<file path="config.mk">
export PLATFORM = sky130hd
export DESIGN_NAME = clk_div_multi
export DESIGN_NICKNAME = d
export VERILOG_FILES = /design/src/rtl/clk_div_pkg.sv /design/src/rtl/clk_div_chan.sv /design/src/rtl/clk_div_multi.sv
export SDC_FILE = /design/constraint.sdc
export NUM_CORES = 1
export LEC_CHECK = 0
export CORE_UTILIZATION = 45
export CTS_CLUSTER_SIZE = 12
export DETAILED_ROUTE_END_ITERATION = 8
export GPL_ROUTABILITY_DRIVEN = 1
export RECOVER_POWER = 25
export SETUP_SLACK_MARGIN = 0.5
export SKIP_CTS_REPAIR_TIMING = 1
export SKIP_LAST_GASP = 1
export SYNTH_ARGS = -nofsm -noshare
export SYNTH_HDL_FRONTEND = slang
export SYNTH_HIERARCHICAL = 1
export SYNTH_SLANG_ARGS = --single-unit
</file>
<file path="constraint.sdc">
create_clock -name clk_in -period 4.4 [get_ports clk_in]
set_clock_uncertainty 0.2 [all_clocks]
set_input_delay 0.44 -clock clk_in [delete_from_list [all_inputs] [get_ports clk_in]]
set_output_delay 0.44 -clock clk_in [all_outputs]
set_load 0.02 [all_outputs]
</file>
<file path="src/rtl/clk_div_pkg.sv">
// Shared helpers for the multi-channel clock divider: channel-index width and range check.
package clk_div_pkg;

  localparam int MIN_CH_W = 1;

  function automatic int ch_width(input int num_ch);
    return (num_ch > 1) ? $clog2(num_ch) : MIN_CH_W;
  endfunction

  function automatic logic ch_in_range(input int unsigned ch, input int unsigned num_ch);
    return ch < num_ch;
  endfunction

endpackage

</file>
<file path="src/rtl/clk_div_chan.sv">
// One divider channel: 50% duty clock plus rising-edge tick, registered outputs, no backpressure.
// Reloads from the shadow only at ctr=1 points (boundary, park, sync), so no runt phases.
module clk_div_chan #(
  parameter int CTR_W       = 16,
  parameter int DEFAULT_DIV = 1
) (
  input  logic             clk_in,
  input  logic             rst_n,
  input  logic             en,
  input  logic             sync,
  input  logic             wr,
  input  logic [CTR_W-1:0] val,
  output logic             clk_out,
  output logic             tick
);

  localparam logic [CTR_W-1:0] DEF = CTR_W'(DEFAULT_DIV);
  localparam logic [CTR_W-1:0] ONE = CTR_W'(1);

  logic [CTR_W-1:0] ctr_q, ctr_d;
  logic [CTR_W-1:0] active_q, active_d;
  logic [CTR_W-1:0] shadow_q, shadow_d;
  logic             pending_q, pending_d;
  logic             clk_q, clk_d;
  logic             tick_q, tick_d;

  always_comb begin
    ctr_d     = ctr_q;
    active_d  = active_q;
    shadow_d  = shadow_q;
    pending_d = pending_q;
    clk_d     = clk_q;
    tick_d    = 1'b0;

    if (sync || (en && (active_q == '0 || ctr_q == active_q))) begin
      ctr_d = ONE;
      if (pending_q) begin
        active_d  = shadow_q;
        pending_d = 1'b0;
      end
      if (sync || active_q == '0) begin
        clk_d = 1'b0;
      end else begin
        clk_d  = !clk_q;
        tick_d = !clk_q;
      end
    end else if (en) begin
      ctr_d = ctr_q + ONE;
    end

    // A write landing on a reload cycle stays pending for the next one.
    if (wr) begin
      shadow_d  = val;
      pending_d = 1'b1;
    end
  end

  always_ff @(posedge clk_in) begin
    if (!rst_n) begin
      ctr_q     <= ONE;
      active_q  <= DEF;
      shadow_q  <= DEF;
      pending_q <= 1'b0;
      clk_q     <= 1'b0;
      tick_q    <= 1'b0;
    end else begin
      ctr_q     <= ctr_d;
      active_q  <= active_d;
      shadow_q  <= shadow_d;
      pending_q <= pending_d;
      clk_q     <= clk_d;
      tick_q    <= tick_d;
    end
  end

  assign clk_out = clk_q;
  assign tick    = tick_q;

endmodule

</file>
<file path="src/rtl/clk_div_multi.sv">
// NUM_CH programmable clock dividers sharing one half-period write port.
// Outputs are flop-driven; writes are always accepted, with no backpressure.
module clk_div_multi
  import clk_div_pkg::*;
#(
  parameter  int NUM_CH      = 2,
  parameter  int CTR_W       = 16,
  parameter  int DEFAULT_DIV = 1,
  localparam int CH_W        = ch_width(NUM_CH)
) (
  input  logic              clk_in,
  input  logic              rst_n,
  input  logic [NUM_CH-1:0] en,
  input  logic              sync,
  input  logic              div_wr,
  input  logic [CH_W-1:0]   div_ch,
  input  logic [CTR_W-1:0]  div_val,
  output logic [NUM_CH-1:0] clk_out,
  output logic [NUM_CH-1:0] tick
);

  for (genvar g = 0; g < NUM_CH; g++) begin : g_ch
    logic wr_sel;

    // Indices past NUM_CH select no channel and are dropped.
    assign wr_sel = div_wr && ch_in_range(32'(div_ch), NUM_CH) && (32'(div_ch) == g);

    clk_div_chan #(
      .CTR_W       (CTR_W),
      .DEFAULT_DIV (DEFAULT_DIV)
    ) u_chan (
      .clk_in  (clk_in),
      .rst_n   (rst_n),
      .en      (en[g]),
      .sync    (sync),
      .wr      (wr_sel),
      .val     (div_val),
      .clk_out (clk_out[g]),
      .tick    (tick[g])
    );
  end

endmodule

</file>
==> results.json, run 1 <==
{
  "status": "finished with violations",
  "violations": "capacitance limit, slew limit",
  "syn_to_final_growth_pct": 8.518,
  "power_density_mw_per_mm2": 329.6,
  "yosys_warnings": 6,
  "hold_path_depth": 2,
  "cts_root_buf": "clkbuf_8",
  "ys_seq_area_frac": 0.4251,
  "grt-ovfl-total": 0,
  "max_freq_mhz": 403.8,
  "path_delay_family": "simple AND/OR/NAND/NOR gates",
  "grt_pass1_wl_um": 15770,
  "ys_types": 36,
  "place_congestion": 0.7946,
  "r2r-end": "g_ch[1].u_chan/pending_q",
  "worstSetupPathDepth": 4,
  "fin_nets": 515,
  "cts.path.max_buffers": 2,
  "relSlewSlack": -0.04397,
  "tightest_slew_ns": 1.565,
  "slowest_delay_ns": 1.18,
  "routed_via_density": 5.062,
  "cts_sinks": 102,
  "max_cap_viol_count": 1,
  "fillCellCount": 988,
  "synthAdderAreaFrac": 0.005210,
  "r2r_slack_ns": 2.06,
  "synth_common_cells": "dfxtp_1 (102), nand2_1 (78), mux2i_1 (66)",
  "vias": 3194,
  "cts_buffers": 9,
  "synth_area_leader_cell": "dfxtp_1",
  "synth-compound-area-share": 0.02449,
  "worstPathCellList": "dlygate4sd3_1, and2_0, mux2i_1, nand2_1",
  "start_util": 0.4653,
  "fp.dieW_um": 105.3,
  "cts_tree": "done",
  "rows": 37,
  "avgRoutedWirePerCell_um": 15.10,
  "antenna_found_initial": 0,
  "rsz0062_at_grt": "false",
  "endpoint": "g_ch[1].u_chan/shadow_q[0]",
  "synth_area_mm2": 0.004803,
  "worstReg2RegStart": "g_ch[1].u_chan/active_q[3]",
  "clkLatencyLatePin_ns": 0.38,
  "synth_top_family_by_area": "simple AND/OR/NAND/NOR gates",
  "layout.cells.non_filler": 631,
  "critPathArrivalTime_ns": 2.51,
  "end_kind": "flip-flop",
  "finalHoldViolCount": 0,
  "grt_pass1_vias": 3001,
  "maxSlewViolCount": 18,
  "synth_seq_cells": 102,
  "grt_max_degree": 105,
  "muxShareOfSynthArea": 0.1375,
  "ios": 27,
  "synth_top_cell_area_share": 0.4251,
  "drive_gt1_frac": 0.07677,
  "fp.dieH_um": 105.3,
  "path_clk_slew_ns": 0.11,
  "holdWs_ns": 0.2580,
  "setup_viol": 0,
  "async_flop_share": 0,
  "ff2ff_path_depth": 4,
  "path_buf_inv": 1,
  "track_usage": 0.1819,
  "min_period_over_period": 0.5629,
  "core-area_mm2": 0.01032,
  "avgSynthCellArea_um2": 10.09,
  "cp_max_fo": 17,
  "ir_drop_v": 0.0001568,
  "crit_type": "in -> reg",
  "wirelength_um": 9531,
  "dp.final_hpwl_um": 6689,
  "synth-edff-count": 0,
  "synth_xor_area_frac": 0.1131,
  "start_kind": "input port",
  "min_path_type": "reg -> reg",
  "power.leakage_nw": 1.888,
  "syn_inst": 476,
  "first_pass_iters": 4,
  "diodes": 0,
  "yosys.cell_count.top_type": "dfxtp_1",
  "dp.cells": 615,
  "min_period_ns": 2.477,
  "required_ns": 4.43,
  "crit_path_top_delay_cell": "and2_0",
  "io_buffers": 26,
  "synth_area_leaders": "dfxtp_1 (43%), mux2i_1 (14%), xor2_1 (7.7%)",
  "htreeDepth": 3,
  "tns_ns": 0,
  "drc": 0,
  "dieArea_mm2": 0.01109,
  "ant_nets": 0,
  "critPathLaunch": "div_wr",
  "yosys.area_share.simple": 0.2477,
  "synthesis.nets": 501,
  "synthFlopType": "dfxtp_1",
  "drt_iter0_markers": 99
}
[sequential cells by signal, summed over array words and instances, names as in the netlist]
signal                 flops
g_ch.u_chan/tick           2
g_ch.u_chan/shadow_q      32
g_ch.u_chan/ctr_q         32
g_ch.u_chan/pending_q      2
g_ch.u_chan/clk_out        2
g_ch.u_chan/active_q      32
[per-stage QoR]
| step | worst slack [ns] | total power [W] | util | cell area, um^2 |
|---|---|---|---|---|
| 6_report | 1.923 | 0.001718 | 0.5049 | 5213 |
| 5_1_grt | 1.711 | 0.001796 | 0.5049 | 5213 |
| 4_1_cts | 2.031 | 0.001742 | 0.5052 | 5215 |
| 3_5_place_dp | 1.791 | 0.001168 | 0.4871 | 5029 |
| 3_3_place_gp | 1.840 | 0.001166 | 0.4871 | 5029 |
| 2_1_floorplan | 2.474 | 0.001124 | - | 4803 |
[cells in the final DEF (no fill, tap or decap), types with 4 or more instances in the layout]
master	count
and2b_2	4
o21ai_0	4
nor4_1	10
dfxtp_1	102
xnor2_1	20
nand3_1	6
nor4_4	4
xor2_1	42
nand4_1	6
nand3b_1	4
clkdlybuf4s50_1	24
clkbuf_8	9
nor2_1	12
nand2_1	78
mux2i_1	66
nor3b_1	30
and4_1	4
nor2b_1	30
inv_1	4
inv_6	4
[worst min path at each step]
stage / start / end
2_1_floorplan: g_ch[0].u_chan/pending_q / g_ch[0].u_chan/pending_q
3_3_place_gp: g_ch[0].u_chan/shadow_q[1] / g_ch[0].u_chan/active_q[1]
3_5_place_dp: g_ch[0].u_chan/shadow_q[2] / g_ch[0].u_chan/active_q[2]
4_1_cts: g_ch[1].u_chan/shadow_q[9] / g_ch[1].u_chan/active_q[9]
5_1_grt: g_ch[1].u_chan/shadow_q[8] / g_ch[1].u_chan/active_q[8]
6_report: g_ch[1].u_chan/shadow_q[9] / g_ch[1].u_chan/active_q[9]
[tightest hold or removal path, cell delays in order (launching register included)]
cell,delay (ns)
dfxtp_1,0.32
nand2_1,0.05
mux2i_1,0.06
[power breakdown]
| part | switching, W | internal (W) |
|---|---|---|
| clock | 0.000353 | 0.000219 |
| sequential | 0.0000184 | 0.000948 |
| combinational | 0.0000976 | 0.0000822 |
[area by class of cell]
class / count / area (um^2) / share of cell area
multi-input cells: 346 / 2534 / 0.4861
flip-flops and latches: 102 / 2042 / 0.3917
repair buffers: 27 / 265.3 / 0.05089
well taps: 136 / 170.2 / 0.03265
clock buffers: 9 / 123.9 / 0.02376
clock inverters: 7 / 62.56 / 0.01200
inverters: 4 / 15.01 / 0.002880
[cell families after synthesis]
| logic type | after synthesis |
|---|---|
| AND/OR/NAND/NOR | 202 |
| flip-flops | 102 |
| multiplexers | 66 |
| XOR/XNOR | 62 |
| buffers and inverters | 28 |
| AO/OA/AOI/OAI | 14 |
| adder cells (fa/ha/maj) | 2 |
[layer usage]
metal  track usage  share of wire  up-vias
met3       0.02597          0.035        6
met1        0.2742           0.53     1489
met4       0.07243         0.0084        0
li1              -              -     1646
met5             0              0        -
met2        0.2575           0.43       53
Note: power is estimated with default switching activity, not from simulation.
==> inputs of run 2 (changes only) <==
--- a/config.mk
+++ b/config.mk
@@ -9,6 +9,7 @@
 export CTS_CLUSTER_SIZE = 12
 export DETAILED_ROUTE_END_ITERATION = 8
 export GPL_ROUTABILITY_DRIVEN = 1
+export PLACE_DENSITY = 0.65
 export RECOVER_POWER = 25
 export SETUP_SLACK_MARGIN = 0.5
 export SKIP_CTS_REPAIR_TIMING = 1
==> constraint.sdc (replaced) <==
create_clock -name clk_in -period 2.05 [get_ports clk_in]
set_clock_uncertainty 0.2 [all_clocks]
set_input_delay 0.205 -clock clk_in [delete_from_list [all_inputs] [get_ports clk_in]]
set_output_delay 0.205 -clock clk_in [all_outputs]
set_load 0.02 [all_outputs]
==> results.json, run 2 (synthesized netlist as in run 1, its figures left out) <==
{
  "io_buffers": 26,
  "dp.final_hpwl_um": 6780,
  "regArea_mm2": 0.002073,
  "diodes": 0,
  "max_freq_mhz": 494.6,
  "fp.dieH_um": 105.3,
  "layout_commonest_cell": "dfxtp_1",
  "grt_max_degree": 64,
  "wirelength_um": 10280,
  "fin_nets": 545,
  "r2r_slack_ns": 0.03,
  "grt_pass1_vias": 3170,
  "track_usage": 0.1861,
  "start_kind": "flip-flop",
  "cts_tree": "done",
  "status": "completed",
  "setup_slack_ns": 0.02802,
  "htreeDepth": 3,
  "setup_viol": 0,
  "cts.path.max_buffers": 2,
  "critPathLaunch": "g_ch[0].u_chan/ctr_q[12]",
  "dieArea_mm2": 0.01109,
  "rsz0062_at_grt": "true",
  "grt_pass1_wl_um": 16150,
  "tightest_slew_ns": 0.5906,
  "core-area_mm2": 0.01032,
  "cts_sinks": 102,
  "max_cap_viol_count": 0,
  "place_area_mm2": 0.005264,
  "ff2ff_path_depth": 7,
  "worstReg2RegStart": "g_ch[0].u_chan/ctr_q[12]",
  "detailedPlace.worstSlack_ns": 0.05295,
  "power.leakage_nw": 2.227,
  "relSlewSlack": 0.6063,
  "antenna_found_initial": 0,
  "end_kind": "flip-flop",
  "vias": 3425,
  "avgRoutedWirePerCell_um": 15.56,
  "cts_root_buf": "clkbuf_8",
  "finalHoldViolCount": 0,
  "crit_type": "reg -> reg",
  "tns_ns": 0,
  "final_cell_mix": "dfxtp_1 (85), nand2_1 (78), mux2i_1 (66), xor2_1 (38), nor2b_1 (30)",
  "clkLatencyLatePin_ns": 0.37,
  "min_period_over_period": 0.9863,
  "r2r-end": "g_ch[0].u_chan/ctr_q[9]",
  "finish.instance_area_mm2": 0.005848,
  "drive_gt1_frac": 0.2171,
  "path_clk_slew_ns": 0.10,
  "drc": 0,
  "grt-ovfl-total": 0,
  "routed_via_density": 5.182,
  "ant_nets": 0,
  "syn_to_final_growth_pct": 21.75,
  "rows": 37,
  "ios": 27,
  "endpoint": "g_ch[0].u_chan/ctr_q[9]",
  "min_period_ns": 2.022,
  "multiInputGateArea_mm2": 0.002761,
  "power_density_mw_per_mm2": 680.0,
  "min_path_type": "in -> reg",
  "maxSlewViolCount": 0,
  "ir_drop_v": 0.0003297,
  "first_pass_iters": 4,
  "cp_max_fo": 16,
  "cts_buffers": 9,
  "fp.dieW_um": 105.3,
  "drt_iter0_markers": 126,
  "required_ns": 2.11,
  "place_congestion": 0.8025,
  "reg.largest.list": "g_ch.u_chan/active_q x32, g_ch.u_chan/ctr_q x32, g_ch.u_chan/shadow_q x32",
  "fillCellCount": 895,
  "critPathArrivalTime_ns": 2.09,
  "start_util": 0.4653
}
-- run 2: how the worst min path moves through the flow --
stage / cells after the start / endpoint / slack, ns / start
global route: 2 / g_ch[1].u_chan/shadow_q[11] / 0.03 / rst_n
finish: 3 / g_ch[1].u_chan/clk_out / 0.02 / rst_n
CTS: 2 / g_ch[1].u_chan/shadow_q[0] / -0.07 / rst_n
global placement: 2 / g_ch[0].u_chan/pending_q / 0.25 / g_ch[0].u_chan/pending_q
detailed placement: 2 / g_ch[0].u_chan/active_q[8] / 0.25 / g_ch[0].u_chan/shadow_q[8]
floorplan: 2 / g_ch[0].u_chan/shadow_q[0] / 0.13 / div_val[0]
-- run 2: critical path, stage by stage, from the launching register on --
cell     delay, ns
dfxtp_1       0.43
xor2_1        0.14
nor4_2        0.39
nand4_4       0.17
buf_4         0.19
a21oi_4       0.17
buf_12        0.17
nor3b_1       0.06
-- run 2: metal layers --
layer,up-vias,track usage,wire length [um]
met5,-,0,0
met4,0,0.07646,182
met3,12,0.03278,233
met2,46,0.2711,4660
met1,1660,0.2693,5206
li1,1707,-,-
-- run 2: metrics by stage --
| stage | utilization | power, W | hold slack [ns] | cells |
|---|---|---|---|---|
| final | 0.5665 | 0.003976 | 0.01609 | 661 |
| after global routing | 0.5665 | 0.004142 | 0.02597 | 661 |
| after CTS | 0.5307 | 0.003926 | -0.06825 | 650 |
| after detailed placement | 0.5099 | 0.002565 | 0.2513 | 634 |
| after global placement | 0.5099 | 0.002556 | 0.2451 | 634 |
| after floorplan | - | 0.002411 | 0.1330 | 476 |
-- run 2: report_power, final --
group / internal, W / switching, W
sequential: 0.00203 / 0.0000391
clock: 0.000642 / 0.000720
combinational: 0.000282 / 0.000264
-- run 2: cell type report --
type                    instances  share of cell area
clock inverters                 5             0.01091
well taps                     136             0.02910
clock buffers                  11             0.02589
inverters                       4            0.002567
flip-flops and latches        102              0.3545
repair buffers                 57              0.1048
multi-input cells             346              0.4722
==> inputs of run 3 (changes only) <==
--- a/config.mk
+++ b/config.mk
@@ -5,6 +5,7 @@
 export SDC_FILE = /design/constraint.sdc
 export NUM_CORES = 1
 export LEC_CHECK = 0
+export CORE_ASPECT_RATIO = 2
 export CORE_UTILIZATION = 45
 export CTS_CLUSTER_SIZE = 12
 export DETAILED_ROUTE_END_ITERATION = 8
==> results.json, run 3 (synthesized netlist as in run 1, its figures left out) <==
{
  "status": "completed",
  "clkPwrFrac": 0.398,
  "min_period_over_period": 0.9710,
  "min_path_type": "in -> reg",
  "r2r-end": "g_ch[1].u_chan/active_q[4]",
  "rows": 53,
  "final_cell_mix": "dfxtp_1 (88), nand2_1 (78), mux2i_1 (66), xor2_1 (40)",
  "ios": 27,
  "fin_nets": 550,
  "dp.final_hpwl_um": 7359,
  "ir_drop_v": 0.0006241,
  "rsz0062_at_grt": "true",
  "cts.path.max_buffers": 2,
  "end_kind": "flip-flop",
  "crit_type": "reg -> reg",
  "max_cap_viol_count": 0,
  "start_util": 0.4614,
  "grt_pass1_vias": 3222,
  "cts_tree": "done",
  "required_ns": 2.11,
  "drive_gt1_frac": 0.1811,
  "whs_endpoint": "g_ch[0].u_chan/ctr_q[0]",
  "power.leakage_nw": 2.221,
  "power_frac_comb": 0.120,
  "avgRoutedWirePerCell_um": 15.57,
  "max_freq_mhz": 502.4,
  "htreeDepth": 3,
  "worstPathCellList": "nor4_2, a41oi_1, buf_4, a21oi_4, clkbuf_16, mux2i_1",
  "first_pass_iters": 4,
  "syn_to_final_growth_pct": 20.60,
  "vias": 3356,
  "grt_pass1_wl_um": 15660,
  "fillCellCount": 942,
  "drt_iter0_markers": 147,
  "switchingPower_w": 0.001016,
  "setup_viol": 0,
  "slowest_delay_ns": 0.35,
  "cts_root_buf": "clkbuf_16",
  "critPathArrivalTime_ns": 2.05,
  "place_area_mm2": 0.005265,
  "fp.dieW_um": 75.06,
  "diodes": 0,
  "track_usage": 0.1897,
  "routed_via_density": 5.031,
  "layout_commonest_cell": "dfxtp_1",
  "cts_sinks": 102,
  "core-area_mm2": 0.01041,
  "wirelength_um": 10380,
  "grt-ovfl-total": 0,
  "path_delay_family": "compound AO/OA/AOI/OAI gates",
  "worstReg2RegStart": "g_ch[1].u_chan/active_q[5]",
  "min_from": "rst_n",
  "grt_max_degree": 38,
  "finish.instance_area_mm2": 0.005793,
  "pwr-share-seq": 0.482,
  "power_w": 0.004292,
  "min_period_ns": 1.991,
  "maxSlewViolCount": 0,
  "path_buf_inv": 2,
  "tightest_slew_ns": 0.5670,
  "place_congestion": 0.8036,
  "cts_buffers": 9,
  "reg.largest.list": "g_ch.u_chan/active_q x32, g_ch.u_chan/ctr_q x32, g_ch.u_chan/shadow_q x32",
  "switching_share": 0.2366,
  "cp_max_fo": 8,
  "path_clk_slew_ns": 0.06,
  "io_buffers": 26,
  "r2r_slack_ns": 0.06,
  "ff2ff_path_depth": 6,
  "clkLatencyLatePin_ns": 0.34,
  "fp.dieH_um": 148.1,
  "dieArea_mm2": 0.01112,
  "relSlewSlack": 0.6220,
  "finalHoldViolCount": 0,
  "drc": 0,
  "power_density_mw_per_mm2": 741.0,
  "antenna_found_initial": 0,
  "ant_nets": 0,
  "crit_path_top_delay_cell": "dfxtp_1",
  "p_int_w": 0.003277,
  "start_kind": "flip-flop",
  "hold_path_depth": 2
}
-- run 3: cell types whose count changed in the layout (fill, tap and decap cells not counted), sizes merged --
cell,change
dlygate4sd3,-1
inv,-1
dlymetal6s2s,-1
buf,+7
clkinv,+2
clkinvlp,-1
-- run 3: metal layers --
metal / vias to the layer above / wire length [um] / global-route usage
met1: 1594 / 3978 / 0.1947
met2: 34 / 5934 / 0.3577
met4: 0 / 267 / 0.07547
li1: 1714 / - / -
met5: - / 0 / 0
met3: 14 / 202 / 0.03659
-- run 3: final cells by class --
type                       count  area, um^2  area share
timing repair buffer          62       603.1      0.1041
clock buffer                  11       242.7     0.04190
inverter                       4       15.01    0.002592
sequential                   102        2067      0.3568
multi-input combinational    346        2636      0.4551
tap                          137       171.4     0.02959
clock inverter                 5       57.56    0.009935
-- run 3: how the worst max path moves through the flow --
stage                                           start                          to  slack (ns)  depth (start not counted)
after floorplan               g_ch[0].u_chan/ctr_q[3]  g_ch[0].u_chan/active_q[0]        0.17                          6
after global placement    g_ch[1].u_chan/active_q[13]      g_ch[1].u_chan/clk_out        0.03                          5
after detailed placement   g_ch[1].u_chan/active_q[2]      g_ch[1].u_chan/clk_out       -0.06                          5
after CTS                  g_ch[1].u_chan/active_q[2]      g_ch[1].u_chan/clk_out       -0.07                          5
after global routing      g_ch[1].u_chan/active_q[13]  g_ch[1].u_chan/active_q[7]      -0.002                          6
final                      g_ch[1].u_chan/active_q[5]  g_ch[1].u_chan/active_q[4]        0.06                          6
-- run 3: stage by stage --
stage | worst slack (ns) | hold slack (ns) | instances | util | TNS (ns)
floorplan | 0.1686 | 0.1330 | 476 | - | 0
global placement | 0.03339 | 0.2439 | 640 | 0.5057 | 0
detailed placement | -0.05896 | 0.2485 | 640 | 0.5057 | -0.07732
CTS | -0.07430 | 0.05653 | 656 | 0.5346 | -0.09784
global route | -0.002065 | 0.07776 | 667 | 0.5564 | -0.002065
finish | 0.05947 | 0.08328 | 667 | 0.5564 | 0
-- run 3: power groups by stage --
stage / logic [W] / clock network [W] / registers, W
6_report: 0.000515 / 0.00171 / 0.00207
3_5_place_dp: 0.000435 / 0 / 0.00212
4_1_cts: 0.000436 / 0.00176 / 0.00207
2_1_floorplan: 0.000297 / 0 / 0.00211
3_3_place_gp: 0.000427 / 0 / 0.00212
5_1_grt: 0.000550 / 0.00184 / 0.00207
